<file path="src/rtl/ssp_slv_os.sv">
// Oversampled SSP/SPI slave for {address, WnR, data} frames, MSB first.
// All serial inputs are resynchronised into Clk, so every output is Clk-synchronous.
module ssp_slv_os #(
    parameter int pAW  = 3,
    parameter int pDW  = 12,
    parameter int pBCW = 5
) (
    input  logic            Clk,
    input  logic            Rst,
    input  logic            SSEL,
    input  logic            SCK,
    input  logic            MOSI,
    output logic            MISO,
    output logic            MISO_OE,
    output logic [pAW-1:0]  RA,
    output logic            WnR,
    output logic            En,
    output logic            Rd,
    input  logic [pDW-1:0]  DO,
    output logic            Wr,
    output logic [pDW-1:0]  DI,
    output logic            EOC,
    output logic            FrmErr,
    output logic [pBCW-1:0] BC
);

    localparam int N = pAW + 1 + pDW;
    localparam logic [pBCW-1:0] LP_BC_ZERO = {pBCW{1'b0}};
    localparam logic [pBCW-1:0] LP_BC_ONE  = {{(pBCW-1){1'b0}}, 1'b1};
    localparam logic [pBCW-1:0] LP_BC_ADDR = pBCW'(pAW);
    localparam logic [pBCW-1:0] LP_BC_HDR  = pBCW'(pAW + 1);
    localparam logic [pBCW-1:0] LP_BC_N    = pBCW'(N);

    typedef enum logic [0:0] {
        ST_IDLE   = 1'b0,
        ST_ACTIVE = 1'b1
    } state_t;

    state_t r_state;
    state_t w_state_nxt;

    logic r_ssel_m, r_ssel_s, r_ssel_d;
    logic r_sck_m, r_sck_s, r_sck_d;
    logic r_mosi_m, r_mosi_s;
    logic [1:0] r_fill;
    logic r_armed;

    logic [N-1:0]    r_sr;
    logic [pBCW-1:0] r_bc;
    logic [pDW-1:0]  r_rdo;
    logic            r_samp_d;
    logic            r_rd_d;

    logic            r_miso;
    logic            r_miso_oe;
    logic [pAW-1:0]  r_ra;
    logic            r_wnr;
    logic            r_en;
    logic            r_rd;
    logic            r_wr;
    logic [pDW-1:0]  r_di;
    logic            r_eoc;
    logic            r_frmerr;

    logic w_ssel_rise, w_ssel_fall, w_sck_rise, w_sck_fall;
    logic w_active, w_start, w_frm_end, w_sample, w_drive;
    logic w_bc_data, w_bc_short;

    // Two-stage synchronisers, an edge-detect stage, and arming once SSEL is genuinely seen low.
    always_ff @(posedge Clk) begin
        if (Rst) begin
            r_ssel_m <= 1'b0;
            r_ssel_s <= 1'b0;
            r_ssel_d <= 1'b0;
            r_sck_m  <= 1'b0;
            r_sck_s  <= 1'b0;
            r_sck_d  <= 1'b0;
            r_mosi_m <= 1'b0;
            r_mosi_s <= 1'b0;
            r_fill   <= 2'd0;
            r_armed  <= 1'b0;
        end else begin
            r_ssel_m <= SSEL;
            r_ssel_s <= r_ssel_m;
            r_ssel_d <= r_ssel_s;
            r_sck_m  <= SCK;
            r_sck_s  <= r_sck_m;
            r_sck_d  <= r_sck_s;
            r_mosi_m <= MOSI;
            r_mosi_s <= r_mosi_m;
            // r_fill gates arming until the cleared synchroniser holds a real sample of SSEL
            if (r_fill != 2'd2) begin
                r_fill <= r_fill + 2'd1;
            end
            if ((r_fill == 2'd2) && !r_ssel_s) begin
                r_armed <= 1'b1;
            end
        end
    end

    // Edge events and per-cycle frame actions; frame start outranks frame end outranks SCK work.
    always_comb begin
        w_ssel_rise = r_ssel_s & ~r_ssel_d;
        w_ssel_fall = ~r_ssel_s & r_ssel_d;
        w_sck_rise  = r_sck_s & ~r_sck_d;
        w_sck_fall  = ~r_sck_s & r_sck_d;
        w_active    = (r_state == ST_ACTIVE);
        w_start     = w_ssel_rise & r_armed;
        w_frm_end   = w_ssel_fall & w_active & ~w_start;
        w_sample    = w_sck_rise & w_active & ~w_start & ~w_ssel_fall & (r_bc < LP_BC_N);
        w_drive     = w_sck_fall & w_active & ~w_start & ~w_ssel_fall;
        w_bc_data   = (r_bc >= LP_BC_HDR) && (r_bc < LP_BC_N);
        w_bc_short  = (r_bc != LP_BC_ZERO) && (r_bc < LP_BC_N);
    end

    // Frame state register.
    always_ff @(posedge Clk) begin
        if (Rst) begin
            r_state <= ST_IDLE;
        end else begin
            r_state <= w_state_nxt;
        end
    end

    // Frame next-state: enter on an honoured SSEL rise, leave on an SSEL fall.
    always_comb begin
        w_state_nxt = r_state;
        case (r_state)
            ST_IDLE: begin
                if (w_start) begin
                    w_state_nxt = ST_ACTIVE;
                end else begin
                    w_state_nxt = ST_IDLE;
                end
            end
            ST_ACTIVE: begin
                if (w_start) begin
                    w_state_nxt = ST_ACTIVE;
                end else if (w_ssel_fall) begin
                    w_state_nxt = ST_IDLE;
                end else begin
                    w_state_nxt = ST_ACTIVE;
                end
            end
            default: begin
                w_state_nxt = ST_IDLE;
            end
        endcase
    end

    // Serial datapath: shift in on SCK rise, shift read data out on SCK fall.
    always_ff @(posedge Clk) begin
        if (Rst) begin
            r_sr     <= {N{1'b0}};
            r_bc     <= LP_BC_ZERO;
            r_rdo    <= {pDW{1'b0}};
            r_miso   <= 1'b0;
            r_samp_d <= 1'b0;
        end else begin
            r_samp_d <= w_sample;
            if (w_start) begin
                r_sr   <= {N{1'b0}};
                r_bc   <= LP_BC_ZERO;
                r_miso <= 1'b0;
            end else if (w_frm_end) begin
                r_miso <= 1'b0;
            end else begin
                if (w_sample) begin
                    r_sr <= {r_sr[N-2:0], r_mosi_s};
                    r_bc <= r_bc + LP_BC_ONE;
                end
                if (w_drive) begin
                    r_miso <= w_bc_data ? r_rdo[pDW-1] : 1'b0;
                end
            end
            // The read-data capture never coincides with a data-phase falling edge.
            if (r_rd_d) begin
                r_rdo <= DO;
            end else if (w_drive && w_bc_data) begin
                r_rdo <= r_rdo << 1'b1;
            end
        end
    end

    // Register-file side: header decode, strobes, completion and frame-error reporting.
    always_ff @(posedge Clk) begin
        if (Rst) begin
            r_ra      <= {pAW{1'b0}};
            r_wnr     <= 1'b0;
            r_en      <= 1'b0;
            r_rd      <= 1'b0;
            r_rd_d    <= 1'b0;
            r_wr      <= 1'b0;
            r_di      <= {pDW{1'b0}};
            r_eoc     <= 1'b0;
            r_frmerr  <= 1'b0;
            r_miso_oe <= 1'b0;
        end else begin
            r_rd      <= 1'b0;
            r_wr      <= 1'b0;
            r_eoc     <= 1'b0;
            r_frmerr  <= 1'b0;
            r_rd_d    <= r_rd;
            r_miso_oe <= r_ssel_s & r_armed;
            if (w_frm_end) begin
                r_en     <= 1'b0;
                r_frmerr <= w_bc_short;
            end else if (r_samp_d && w_active) begin
                if (r_bc == LP_BC_ADDR) begin
                    r_ra <= r_sr[pAW-1:0];
                end
                if (r_bc == LP_BC_HDR) begin
                    r_wnr <= r_sr[0];
                    r_en  <= 1'b1;
                    r_rd  <= 1'b1;
                end
                if (r_bc == LP_BC_N) begin
                    r_di  <= r_sr[pDW-1:0];
                    r_eoc <= 1'b1;
                    r_wr  <= r_wnr;
                end
            end
        end
    end

    assign MISO    = r_miso;
    assign MISO_OE = r_miso_oe;
    assign RA      = r_ra;
    assign WnR     = r_wnr;
    assign En      = r_en;
    assign Rd      = r_rd;
    assign Wr      = r_wr;
    assign DI      = r_di;
    assign EOC     = r_eoc;
    assign FrmErr  = r_frmerr;
    assign BC      = r_bc;

endmodule

</file>
<file path="config.mk">
export PLATFORM = sky130hd
export DESIGN_NAME = ssp_slv_os
export DESIGN_NICKNAME = d
export VERILOG_FILES = /design/src/rtl/ssp_slv_os.sv
export SDC_FILE = /design/constraint.sdc
export NUM_CORES = 1
export LEC_CHECK = 0
export ABC_CLOCK_PERIOD_IN_PS = 2400
export BUFFER_PORTS_ARGS = -buffer_cell sky130_fd_sc_hd__buf_2
export CORE_ASPECT_RATIO = 0.7
export CORE_MARGIN = 3
export CORE_UTILIZATION = 40
export CTS_CLUSTER_DIAMETER = 80
export DETAILED_ROUTE_END_ITERATION = 7
export PLACE_DENSITY = 0.62
export REMOVE_ABC_BUFFERS = 1
export SYNTH_ARGS = -nofsm -noshare
export SYNTH_HDL_FRONTEND = slang
export SYNTH_SLANG_ARGS = --single-unit
</file>
<file path="constraint.sdc">
create_clock -name Clk -period 2.4 [get_ports Clk]
set_input_delay 0.12 -clock Clk [delete_from_list [all_inputs] [get_ports Clk]]
set_output_delay 0.12 -clock Clk [all_outputs]
set_load 0.03 [all_outputs]
</file>
# Word level (Yosys, flattened, before mapping)
# Cells that the tools add are included.
# Widths: inputs -> output; s select.
[totals] regBits=66 input_bits=17 output_inout_bits=28 elab_cells=88
[op_classes] n_addsub=2 n_lt_le_gt_ge=2 n_eq_ne=5 muxes=9 n_bitwise=25 reduce_logical=19
[ops] op="$mux 12" count=2
[ops] op="$and 1x1->1" count=15
[ops] op="$not 1->1" count=10
[ops] op="$reduce_and 3->1" count=3
[ops] op="$mux 1" count=6
[ops] op="$reduce_or 2->1" count=3
[ops] op="$reduce_or 3->1" count=2
[ops] op="$add 5x1->5 const B" count=1
[ops] op="$eq 5x2->1 const B" count=1
[ops] op="$eq 5x3->1 const B" count=1
[ops] op="$eq 5x5->1 const B" count=1
[ops] op="$ge 5x3->1 const B" count=1
[ops] op="$logic_and 1x1->1" count=5
[ops] op="$lt 5x5->1 const B" count=1
[ops] op="$reduce_bool 5->1" count=1
[ops] op="$reduce_and 2->1" count=2
[ops] op="$reduce_or 4->1" count=1
[ops] op="$add 2x1->2 const B" count=1
[ops] op="$eq 2x2->1 const B" count=1
[ops] op="$ne 2x2->1 const B" count=1
[ops] op="$pmux 1 s2" count=1
[ops] op="$reduce_bool 2->1" count=1
[ops] op="$logic_not 1->1" count=1

# Logic depth before layout (Yosys ltp)
# Gate-level depths: netlist (run 1).
[depth] ltp_word=9 depth_mapped=6 mapped_depth_nobuf=6

# Worst setup path after synthesis (run 1)
# Ideal clock, no wire load.
[synth_timing] kind="reg-to-reg" from="register r_bc[4] (netlist: BC[4])" to="register r_di[10] (netlist: DI[10])" setup_time_ns=0.128 arrival_time_ns=1.572 required_time_ns=2.272 setup_slack_ns=0.701 path_stages_with_launch=6 cell_sequence="dfxtp_1 -> nand4b_2 -> nor4b_4 -> buf_6 -> mux2i_1 -> nor2_1"
[synth_via] elab_chain_cells=2
[synth_rtl] element="from (decl)" line_no="49" rtl="logic [pBCW-1:0] r_bc;"
[synth_rtl] element="from (signal assigned)" line_no="170" rtl="r_bc <= r_bc + LP_BC_ONE;"
[synth_rtl] element="$eq 5x5->1" line_no="217" rtl="if (r_bc == LP_BC_N) begin"
[synth_rtl] element="$reduce_and 3->1 (no line)"
[synth_rtl] element="to (signal assigned)" line_no="194" rtl="r_di <= {pDW{1'b0}};"
[synth_rtl] element="to (signal assigned)" line_no="218" rtl="r_di <= r_sr[pDW-1:0];"
[synth_rtl] element="to (decl)" line_no="61" rtl="logic [pDW-1:0] r_di;"
# Every way passes these cells.
# A chain may end at the register's enable or synchronous reset.

# Final worst setup path (run 1)
[layout_timing] from="register r_ssel_d" to="register r_frmerr (netlist: FrmErr)"
[layout_via] elab_chain_cells=7 elab_cells_between_ends=9 cone_classes="8 x bitwise; 1 x reduce/logical"
[layout_rtl] element="from (decl)" line_no="42" rtl="logic r_ssel_m, r_ssel_s, r_ssel_d;"
[layout_rtl] element="from (signal assigned)" line_no="85" rtl="r_ssel_d <= r_ssel_s;"
[layout_rtl] element="$not 1->1" line_no="103" rtl="w_ssel_rise = r_ssel_s & ~r_ssel_d;"
[layout_rtl] element="$and 1x1->1" line_no="103"
[layout_rtl] element="$and 1x1->1" line_no="108" rtl="w_start = w_ssel_rise & r_armed;"
[layout_rtl] element="$not 1->1" line_no="109" rtl="w_frm_end = w_ssel_fall & w_active & ~w_start;"
[layout_rtl] element="$and 1x1->1 *" line_no="109"
[layout_rtl] element="$not 1->1 (no line) *"
[layout_rtl] element="$reduce_or 2->1 (no line) *"
[layout_rtl] element="to (signal assigned)" line_no="207" rtl="r_frmerr <= w_bc_short;"
[layout_rtl] element="to (decl)" line_no="63" rtl="logic r_frmerr;"
# Every way passes the cells marked *; elsewhere a longest branch is shown, timed or not.

==> reports/results.ini, run 1 <==
[status]
status = completed

[cells_and_area]
final_common_cell = dfxtp_1
nFillCells = 594
num-nets-final = 328
multi_input_area_sq_mm = 0.00108
stdcell_count = 387
final_cell_mix = dfxtp_1 (66), buf_2 (44), nor2_1 (42), mux2i_1 (29), inv_1 (17)
syn2layout_area_growth_pct = 19.7
n_antenna_cell = 0
layout-drive-gt1-share_pct = 22.1
regArea_sq_mm = 0.00132

[drt]
wl_per_cell_microns = 13.8
vias_per_cell = 4.99
remaining_drc_errors = 0
wirelength_microns = 5350
firstDrtPassIters = 4
num_vias = 1933
postRouteAntennaNets = 0
drt_iter0_drc = 78

[placement]
dp_hpwl_microns = 3570
portBuffers = 44
dp_cells = 369
place_worst_setup_slack_ns = 0.636
gp_congestion = 0.746

[die]
ios = 45
fp.dieArea_sq_mm = 0.00740
chipWidth_microns = 102
initial_core_util_pct = 42.9
dieHeight_microns = 72.9
coreArea_sq_mm = 0.00596
core.rowCount = 23

[sta]
fin_skew_ns = 0.00981
finalSetupTns_ns = 0
finalHoldViolCount = 0
tightest_slew_ns = 0.793
maxSlewHeadroom_pct = 47.0
finalSetupViolCount = 0
rsz0062_at_grt = false
fin_crit_sh_pct = 75.8
holdWs_ns = 0.0244
fmax_ghz = 0.550
fin_ws_ns = 0.581
maxSlewViolCount = 0
min_period_ns = 1.82

[pwr]
leakagePower_nw = 1.36
pwr_density_cell_mw_per_mm2 = 723
irDropWorstVdd_uv = 341

[min_path]
hold_class = in2reg

[synthesis]
ys.flop_type = dfxtp_1
synth_cells = 261
seq_area_frac_synth_pct = 51.7
ys_seq_elements = 66
syn_area_per_cell_sq_um = 9.79
synth.distinct_cells = 34
synth-edff-count = 0
ys_async_sr_fraction_pct = 0
ys_warn_count = 0
netlist.area_leader.share_pct = 51.7
synth_area_sq_mm = 0.00256
synth_area_leaders = dfxtp_1 (52%), mux2i_1 (11%), nor2_1 (6.2%), a221oi_1 (4.1%), nor2b_1 (3.2%)
synth_largest_area_cell = dfxtp_1

[critical_path]
critPathKind = reg2reg
endpoint_kind = register
required_ns = 2.57
arrival_ns = 1.99
critical_path_buf_inv_count = 0
path_max_fanout = 6
cp_top_family = simple AND/OR/NAND/NOR gates
cpPeakStageDelay_ns = 0.60
start_kind = register
cp_cell_sequence = nor2b_1, nand2_1, a2111oi_0
slowest_stage = nor2b_1

[grt]
gr-total-overflow = 0
grt_pass1_wl_microns = 8800
track_usage_pct = 15.7
grt_pass1_vias = 1829
grt_max_degree = 32
antenna_found_initial = 0

[clocking]
numCtsBuffers = 9
cts_tree = done
h-tree-depth = 3
hold_buffers = 3
cts-resized-gates = 0
root_buffer = clkbuf_8
cts_setup_buffers = 0
worstSkewPairLatency_ns = 0.34
clk_pin_slew_worst_paths_ns = 0.07
cts_sinks = 66
cts.path.max_buffers = 2

[job]
cap_violations = 0

[kinds of logic after synthesis]
logic type | Yosys count | synth area share [%]
multiplexers | 29 | 11.4
XOR/XNOR | 2 | 0.685
AO/OA/AOI/OAI | 48 | 12.3
AND/OR/NAND/NOR | 79 | 16.5
flip-flops | 66 | 51.7
buffers and inverters | 34 | 5.97
adder cells (fa/ha/maj) | 3 | 1.47
[power breakdown]
| part | switching [mW] | total (mW) | internal (mW) | leakage (nW) |
|---|---|---|---|---|
| registers | 0.0189 | 1.14 | 1.12 | 0.533 |
| clock network | 0.390 | 0.948 | 0.558 | 0.106 |
| logic | 0.0689 | 0.122 | 0.0529 | 0.724 |
[worst register-to-register path: cells and delay by family (launching register included)]
family           cells  cell delay, ns
flip-flops           1            0.36
AND/OR/NAND/NOR      2            0.71
AO/OA/AOI/OAI        1            0.58
[layout make-up]
| cell class | instances | share of cell area [%] |
|---|---|---|
| inverters | 17 | 2.09 |
| clock buffers | 13 | 5.52 |
| well taps | 75 | 3.07 |
| multi-input cells | 161 | 35.4 |
| repair buffers | 53 | 9.65 |
| clock inverters | 2 | 1.14 |
| flip-flops and latches | 66 | 43.2 |
[stage by stage]
step	power, mW	util (%)	area (sq um)
after CTS	2.24	51.4	3060
after floorplan	1.24	-	2470
after detailed placement	1.29	47.4	2830
after global routing	2.30	51.4	3060
after global placement	1.28	47.4	2830
final	2.21	51.4	3060
[synthesized netlist by cell type, drive strengths merged, types with 2 or more instances]
| cell | number |
|---|---|
| dfxtp | 66 |
| nor2 | 42 |
| mux2i | 29 |
| inv | 17 |
| o21ai | 14 |
| nor2b | 13 |
| a221oi | 12 |
| a31oi | 11 |
| clkbuf | 9 |
| buf | 8 |
| a21oi | 7 |
| nand2 | 5 |
| ha | 3 |
| nand3 | 3 |
| nand2b | 2 |
| nand3b | 2 |
| nand4 | 2 |
| nor4b | 2 |
| or3 | 2 |
[final timing paths]
path	start	end	slack, ns	cells past startpoint
min reg2reg	r_mosi_m	r_mosi_s	0.44	1
max	r_ssel_d	FrmErr	0.58	3
min	DO[0]	r_rdo[0]	0.02	3
max reg2reg	r_ssel_d	FrmErr	0.58	3
[routing by layer]
metal / global-route usage [%] / up-vias / routed length (microns)
li1: - / 993 / -
met1: 20.8 / 888 / 2690
met4: 6.64 / 0 / 34
met3: 7.83 / 2 / 354
met2: 21.5 / 50 / 2270
met5: 0 / - / 0
[registers in the layout, summed over array words and instances (netlist names), 2 cells and up]
name and cells:
BC 5, DI 12, RA 3, r_fill 2
r_rdo 12, r_sr 12
Power figures use the tool's default switching activity.
==> run 2, diff against run 1 <==
- ABC_CLOCK_PERIOD_IN_PS: 2400 -> 1600
- PLACE_DENSITY: 0.62 -> 0.65
- clock period: 2.4 -> 1.6 ns (I/O delays scaled with it)
==> reports/results.ini, run 2 (synthesis results as in run 1) <==
[clocking]
cts.path.max_buffers = 2  ; unchanged
cts_tree = done  ; unchanged
clk_pin_slew_worst_paths_ns = 0.07  ; about the same
worstSkewPairLatency_ns = 0.34  ; about the same
numCtsBuffers = 9  ; unchanged
cts_sinks = 66  ; unchanged
h-tree-depth = 3  ; unchanged
root_buffer = clkbuf_8  ; unchanged

[placement]
gp_congestion = 0.767  ; was 0.746
dp_hpwl_microns = 3540  ; was 3570 microns
portBuffers = 44  ; unchanged
place_worst_setup_slack_ns = 0.0134  ; was 0.636 ns
dp_cells = 378  ; was 369

[min_path]
min-delay-start = DO[5]  ; was DO[0]
hold_class = in2reg  ; unchanged

[critical_path]
reg2reg_from = BC[1]  ; was r_ssel_d
endpoint_kind = register  ; unchanged
required_ns = 1.81  ; was 2.57 ns
critPathKind = reg2reg  ; unchanged
cpPeakStageDelay_ns = 0.41  ; was 0.60 ns
arrival_ns = 1.72  ; was 1.99 ns
start_kind = register  ; unchanged
cp_cell_sequence = ha_1, inv_1, nor4b_4, buf_4, mux2i_1, nor2_1  ; was nor2b_1, nand2_1, a2111oi_0
path_max_fanout = 6  ; unchanged
startpoint = BC[1]  ; was r_ssel_d
slowest_stage = dfxtp_1  ; was nor2b_1

[sta]
finalSetupViolCount = 0  ; unchanged
maxSlewHeadroom_pct = 71.8  ; was 47.0%
fin_ws_ns = 0.0889  ; was 0.581 ns
maxSlewViolCount = 0  ; unchanged
holdWs_ns = 0.0192  ; was 0.0244 ns
min_period_ns = 1.51  ; was 1.82 ns
tightest_slew_ns = 0.412  ; was 0.793 ns
rsz0062_at_grt = false  ; unchanged
fmax_ghz = 0.662  ; was 0.550 GHz
finalHoldViolCount = 0  ; unchanged
fin_skew_ns = 0.0103  ; was 0.00981 ns
fin_crit_sh_pct = 94.4  ; was 75.8%

[grt]
grt_pass1_wl_microns = 8850  ; was 8800 microns
track_usage_pct = 15.7  ; about the same
grt_max_degree = 29  ; was 32
gr-total-overflow = 0  ; unchanged
grtUsageMet2_pct = 22.2  ; was 21.5%
grt.busiest_layer = met2  ; unchanged
grt_pass1_vias = 1865  ; was 1829
use_met1_pct = 21.1  ; was 20.8%
antenna_found_initial = 0  ; unchanged
grtUsageMet3_pct = 6.88  ; was 7.83%

[cells_and_area]
syn2layout_area_growth_pct = 29.2  ; was 19.7%
final_cell_mix = dfxtp_1 (64), buf_2 (44), nor2_1 (42), mux2i_1 (29), inv_1 (17)  ; was dfxtp_1 (66), buf_2 (44), nor2_1 (42), mux2i_1 (29), inv_1 (17)
layout-drive-gt1-share_pct = 24.0  ; was 22.1%
num-nets-final = 350  ; was 328
nFillCells = 550  ; was 594
regArea_sq_mm = 0.00132  ; about the same
final_common_cell = dfxtp_1  ; unchanged
multi_input_area_sq_mm = 0.00109  ; was 0.00108 sq mm
stdcell_count = 409  ; was 387
n_antenna_cell = 0  ; unchanged

[drt]
wirelength_microns = 5450  ; was 5350 microns
firstDrtPassIters = 4  ; unchanged
drt_iter0_drc = 68  ; was 78
vias_per_cell = 4.94  ; was 4.99
postRouteAntennaNets = 0  ; unchanged
remaining_drc_errors = 0  ; unchanged
num_vias = 2019  ; was 1933
wl_per_cell_microns = 13.3  ; was 13.8 microns

[status]
status = completed  ; unchanged

[die]
fp.dieArea_sq_mm = 0.00740  ; unchanged
coreArea_sq_mm = 0.00596  ; unchanged
initial_core_util_pct = 42.9  ; unchanged
chipWidth_microns = 102  ; unchanged
ios = 45  ; unchanged
dieHeight_microns = 72.9  ; unchanged
core.rowCount = 23  ; unchanged

[pwr]
pwr_density_cell_mw_per_mm2 = 1020  ; was 723 mW/mm^2
leakagePower_nw = 1.47  ; was 1.36 nW
irDropWorstVdd_uv = 612  ; was 341 uV

[job]
cap_violations = 0  ; unchanged

[run 2: power breakdown]
| group | internal, mW | total [mW] | switching, mW |
|---|---|---|---|
| clock network | 0.868 | 1.46 | 0.593 |
| registers | 1.69 | 1.71 | 0.0271 |
| logic | 0.103 | 0.208 | 0.105 |
| total | 2.66 | 3.38 | 0.725 |
[run 2: final cells by class]
cell class | instances | area share [%]
timing repair buffer | 75 | 16.1
clock buffer | 12 | 4.09
inverter | 17 | 1.93
multi-input combinational | 161 | 33.0
tap | 75 | 2.84
clock inverter | 3 | 1.97
sequential | 66 | 40.1
[run 2: through the flow]
step / cell area (sq um) / setup TNS [ns] / power, mW / util, %
after detailed placement: 2930 / 0 / 1.93 / 49.2
after global placement: 2930 / 0 / 1.92 / 49.2
after floorplan: 2470 / -10.86 / 1.86 / -
after CTS: 3280 / 0 / 3.42 / 55.1
final: 3300 / 0 / 3.38 / 55.4
after global routing: 3300 / 0 / 3.52 / 55.4
[run 2: critical path, delay by kind of cell (launching register included)]
| kind | cells | cell delay [ns] |
|---|---|---|
| flip-flops | 1 | 0.41 |
| AND/OR/NAND/NOR | 2 | 0.33 |
| adder cells (fa/ha/maj) | 1 | 0.19 |
| buffers and inverters | 2 | 0.27 |
| multiplexers | 1 | 0.18 |
[run 2: final timing paths]
| check | slack, ns | cells after the start | to |
|---|---|---|---|
| hold / removal | 0.02 | 3 | r_rdo[5] |
| setup / recovery | 0.09 | 6 | RA[0] |
| setup reg to reg | 0.09 | 6 | RA[0] |
| hold reg to reg | 0.43 | 1 | r_sck_s |
[run 2: repair_timing]
action | CTS | global route
setup endpoints to repair | 1 | 25
hold buffers | 15 | 0
resized for setup | 0 | 4
hold endpoints to repair | 15 | 0
setup buffers | 0 | 1
pin swaps | 1 | 2
[run 2: layer usage]
| layer | routed length, microns | vias up | share of wire, % |
|---|---|---|---|
| li1 | - | 1037 | - |
| met3 | 253 | 9 | 4.6 |
| met5 | 0 | - | 0 |
| met1 | 2790 | 930 | 51 |
| met4 | 73 | 0 | 1.3 |
| met2 | 2330 | 43 | 43 |
==> run 3, diff against run 2 <==
- CORE_UTILIZATION: 40 -> 45
- PLACE_DENSITY: 0.65 -> 0.71
==> reports/results.ini, run 3 (synthesis results as in run 1) <==
[cells_and_area]
final_common_cell = dfxtp_1  ; unchanged
syn2layout_area_growth_pct = 27.7  ; was 29.2%
final_cell_mix = dfxtp_1 (65), buf_2 (44), nor2_1 (42), mux2i_1 (29)  ; was dfxtp_1 (64), buf_2 (44), nor2_1 (42), mux2i_1 (29), inv_1 (17)
layout-drive-gt1-share_pct = 25.0  ; was 24.0%
num-nets-final = 352  ; was 350
n_antenna_cell = 0  ; unchanged

[sta]
finalSetupTns_ns = 0  ; unchanged
finalHoldViolCount = 0  ; unchanged
fin_skew_ns = 0.00461  ; was 0.0103 ns
tightest_slew_ns = 0.411  ; was 0.412 ns
fmax_ghz = 0.660  ; was 0.662 GHz
maxSlewHeadroom_pct = 71.9  ; was 71.8%
maxSlewViolCount = 0  ; unchanged
min_period_ns = 1.51  ; about the same
fin_crit_sh_pct = 94.6  ; was 94.4%
finalSetupViolCount = 0  ; unchanged

[job]
cap_violations = 0  ; unchanged

[clocking]
cts_sinks = 66  ; unchanged
cts_tree = done  ; unchanged
worstSkewPairLatency_ns = 0.34  ; about the same
cts.path.max_buffers = 2  ; unchanged
clk_pin_slew_worst_paths_ns = 0.06  ; was 0.07 ns
h-tree-depth = 3  ; unchanged
numCtsBuffers = 9  ; unchanged
root_buffer = clkbuf_8  ; unchanged

[critical_path]
path_max_fanout = 13  ; was 6
required_ns = 1.82  ; was 1.81 ns
endpoint_kind = register  ; unchanged
arrival_ns = 1.73  ; was 1.72 ns
start_kind = register  ; unchanged
critPathKind = reg2reg  ; unchanged

[die]
chipWidth_microns = 96.1  ; was 102 microns
fp.dieArea_sq_mm = 0.00663  ; was 0.00740 sq mm
core.rowCount = 22  ; was 23
dieHeight_microns = 69.1  ; was 72.9 microns
coreArea_sq_mm = 0.00537  ; was 0.00596 sq mm
ios = 45  ; unchanged
initial_core_util_pct = 47.6  ; was 42.9%

[placement]
gp_congestion = 0.789  ; was 0.767
portBuffers = 44  ; unchanged
dp_hpwl_microns = 3400  ; was 3540 microns

[drt]
wl_per_cell_microns = 12.5  ; was 13.3 microns
remaining_drc_errors = 0  ; unchanged
postRouteAntennaNets = 0  ; unchanged
vias_per_cell = 4.96  ; was 4.94
wirelength_microns = 5120  ; was 5450 microns
drt_iter0_drc = 64  ; was 68
firstDrtPassIters = 5  ; was 4
num_vias = 2022  ; was 2019

[grt]
grt_pass1_vias = 1789  ; was 1865
antenna_found_initial = 0  ; unchanged
grt_max_degree = 29  ; unchanged
track_usage_pct = 16.2  ; was 15.7%
grt_pass1_wl_microns = 8310  ; was 8850 microns
gr-total-overflow = 0  ; unchanged

[pwr]
irDropWorstVdd_uv = 640  ; was 612 uV
leakagePower_nw = 1.47  ; about the same
pwr_density_cell_mw_per_mm2 = 952  ; was 1020 mW/mm^2
total_power_mw = 3.11  ; was 3.38 mW

[status]
status = completed  ; unchanged

[min_path]
hold_class = in2reg  ; unchanged

## run 3: cell types whose count changed in the layout (fill, tap and decap cells not counted)
cell	delta
dfxtp_1	+1
buf_4	+5
dlygate4sd3_1	-1
buf_6	-1
clkbuf_8	+2
clkinv_2	+2
buf_12	-1
bufinv_16	-2
clkbuf_1	-2
dfxtp_2	-1
## run 3: critical path, cell delays in order, from the launching register on
cell and delay (ns):
dfxtp_1 0.33, nor2b_1 0.16, buf_12 0.14, nor4b_4 0.30, buf_12 0.20, mux2i_1 0.22, nor2_1 0.06
## run 3: worst paths after layout
check	from	end	slack [ns]	cells past startpoint
worst max-delay path	r_ssel_d	DI[9]	0.09	6
worst min-delay path	DO[11]	r_rdo[11]	0.02	3
worst max register to register	r_ssel_d	DI[9]	0.09	6
worst min register to register	r_mosi_m	r_mosi_s	0.43	1
## run 3: metal layers
metal	up-vias	wire length, microns	share of wire, %	GRT usage (%)
met5	-	0	0	0
met2	56	2130	42	22.0
met3	3	367	7.2	8.07
met1	921	2580	50	22.6
met4	0	38	0.74	4.26
li1	1042	-	-	-
## run 3: power breakdown
group,internal [mW],total [mW],switching (mW)
Combinational,0.102,0.207,0.105
Clock,0.630,1.19,0.559
Sequential,1.69,1.71,0.0248
Total,2.42,3.11,0.689
## run 3: area by class of cell
type                       count  area [sq um]
clock buffer                  12           155
clock inverter                 3          15.0
fill                         458          2100
inverter                      17          63.8
multi-input combinational    161          1090
sequential                    66          1320
tap                           72          90.1
timing repair buffer          77           528
## run 3: stage by stage
stage	cells	util [%]	hold slack (ns)	setup slack [ns]	instance area, sq um
floorplan	244	-	0.149	-0.585	2470
global placement	377	54.6	0.290	0.0656	2930
detailed placement	377	54.6	0.293	0.0480	2930
CTS	406	60.4	0.00741	0.0394	3240
global route	408	60.8	0.0243	-0.0165	3260
finish	408	60.8	0.0221	0.0856	3260
## run 3: repair_timing
item                                    4_1_cts  5_1_grt
hold endpoints to repair                     14        0
resized for setup                             0        2
hold buffers                                 14        0
setup buffers                                 0        2
endpoints found under the setup margin        0       12
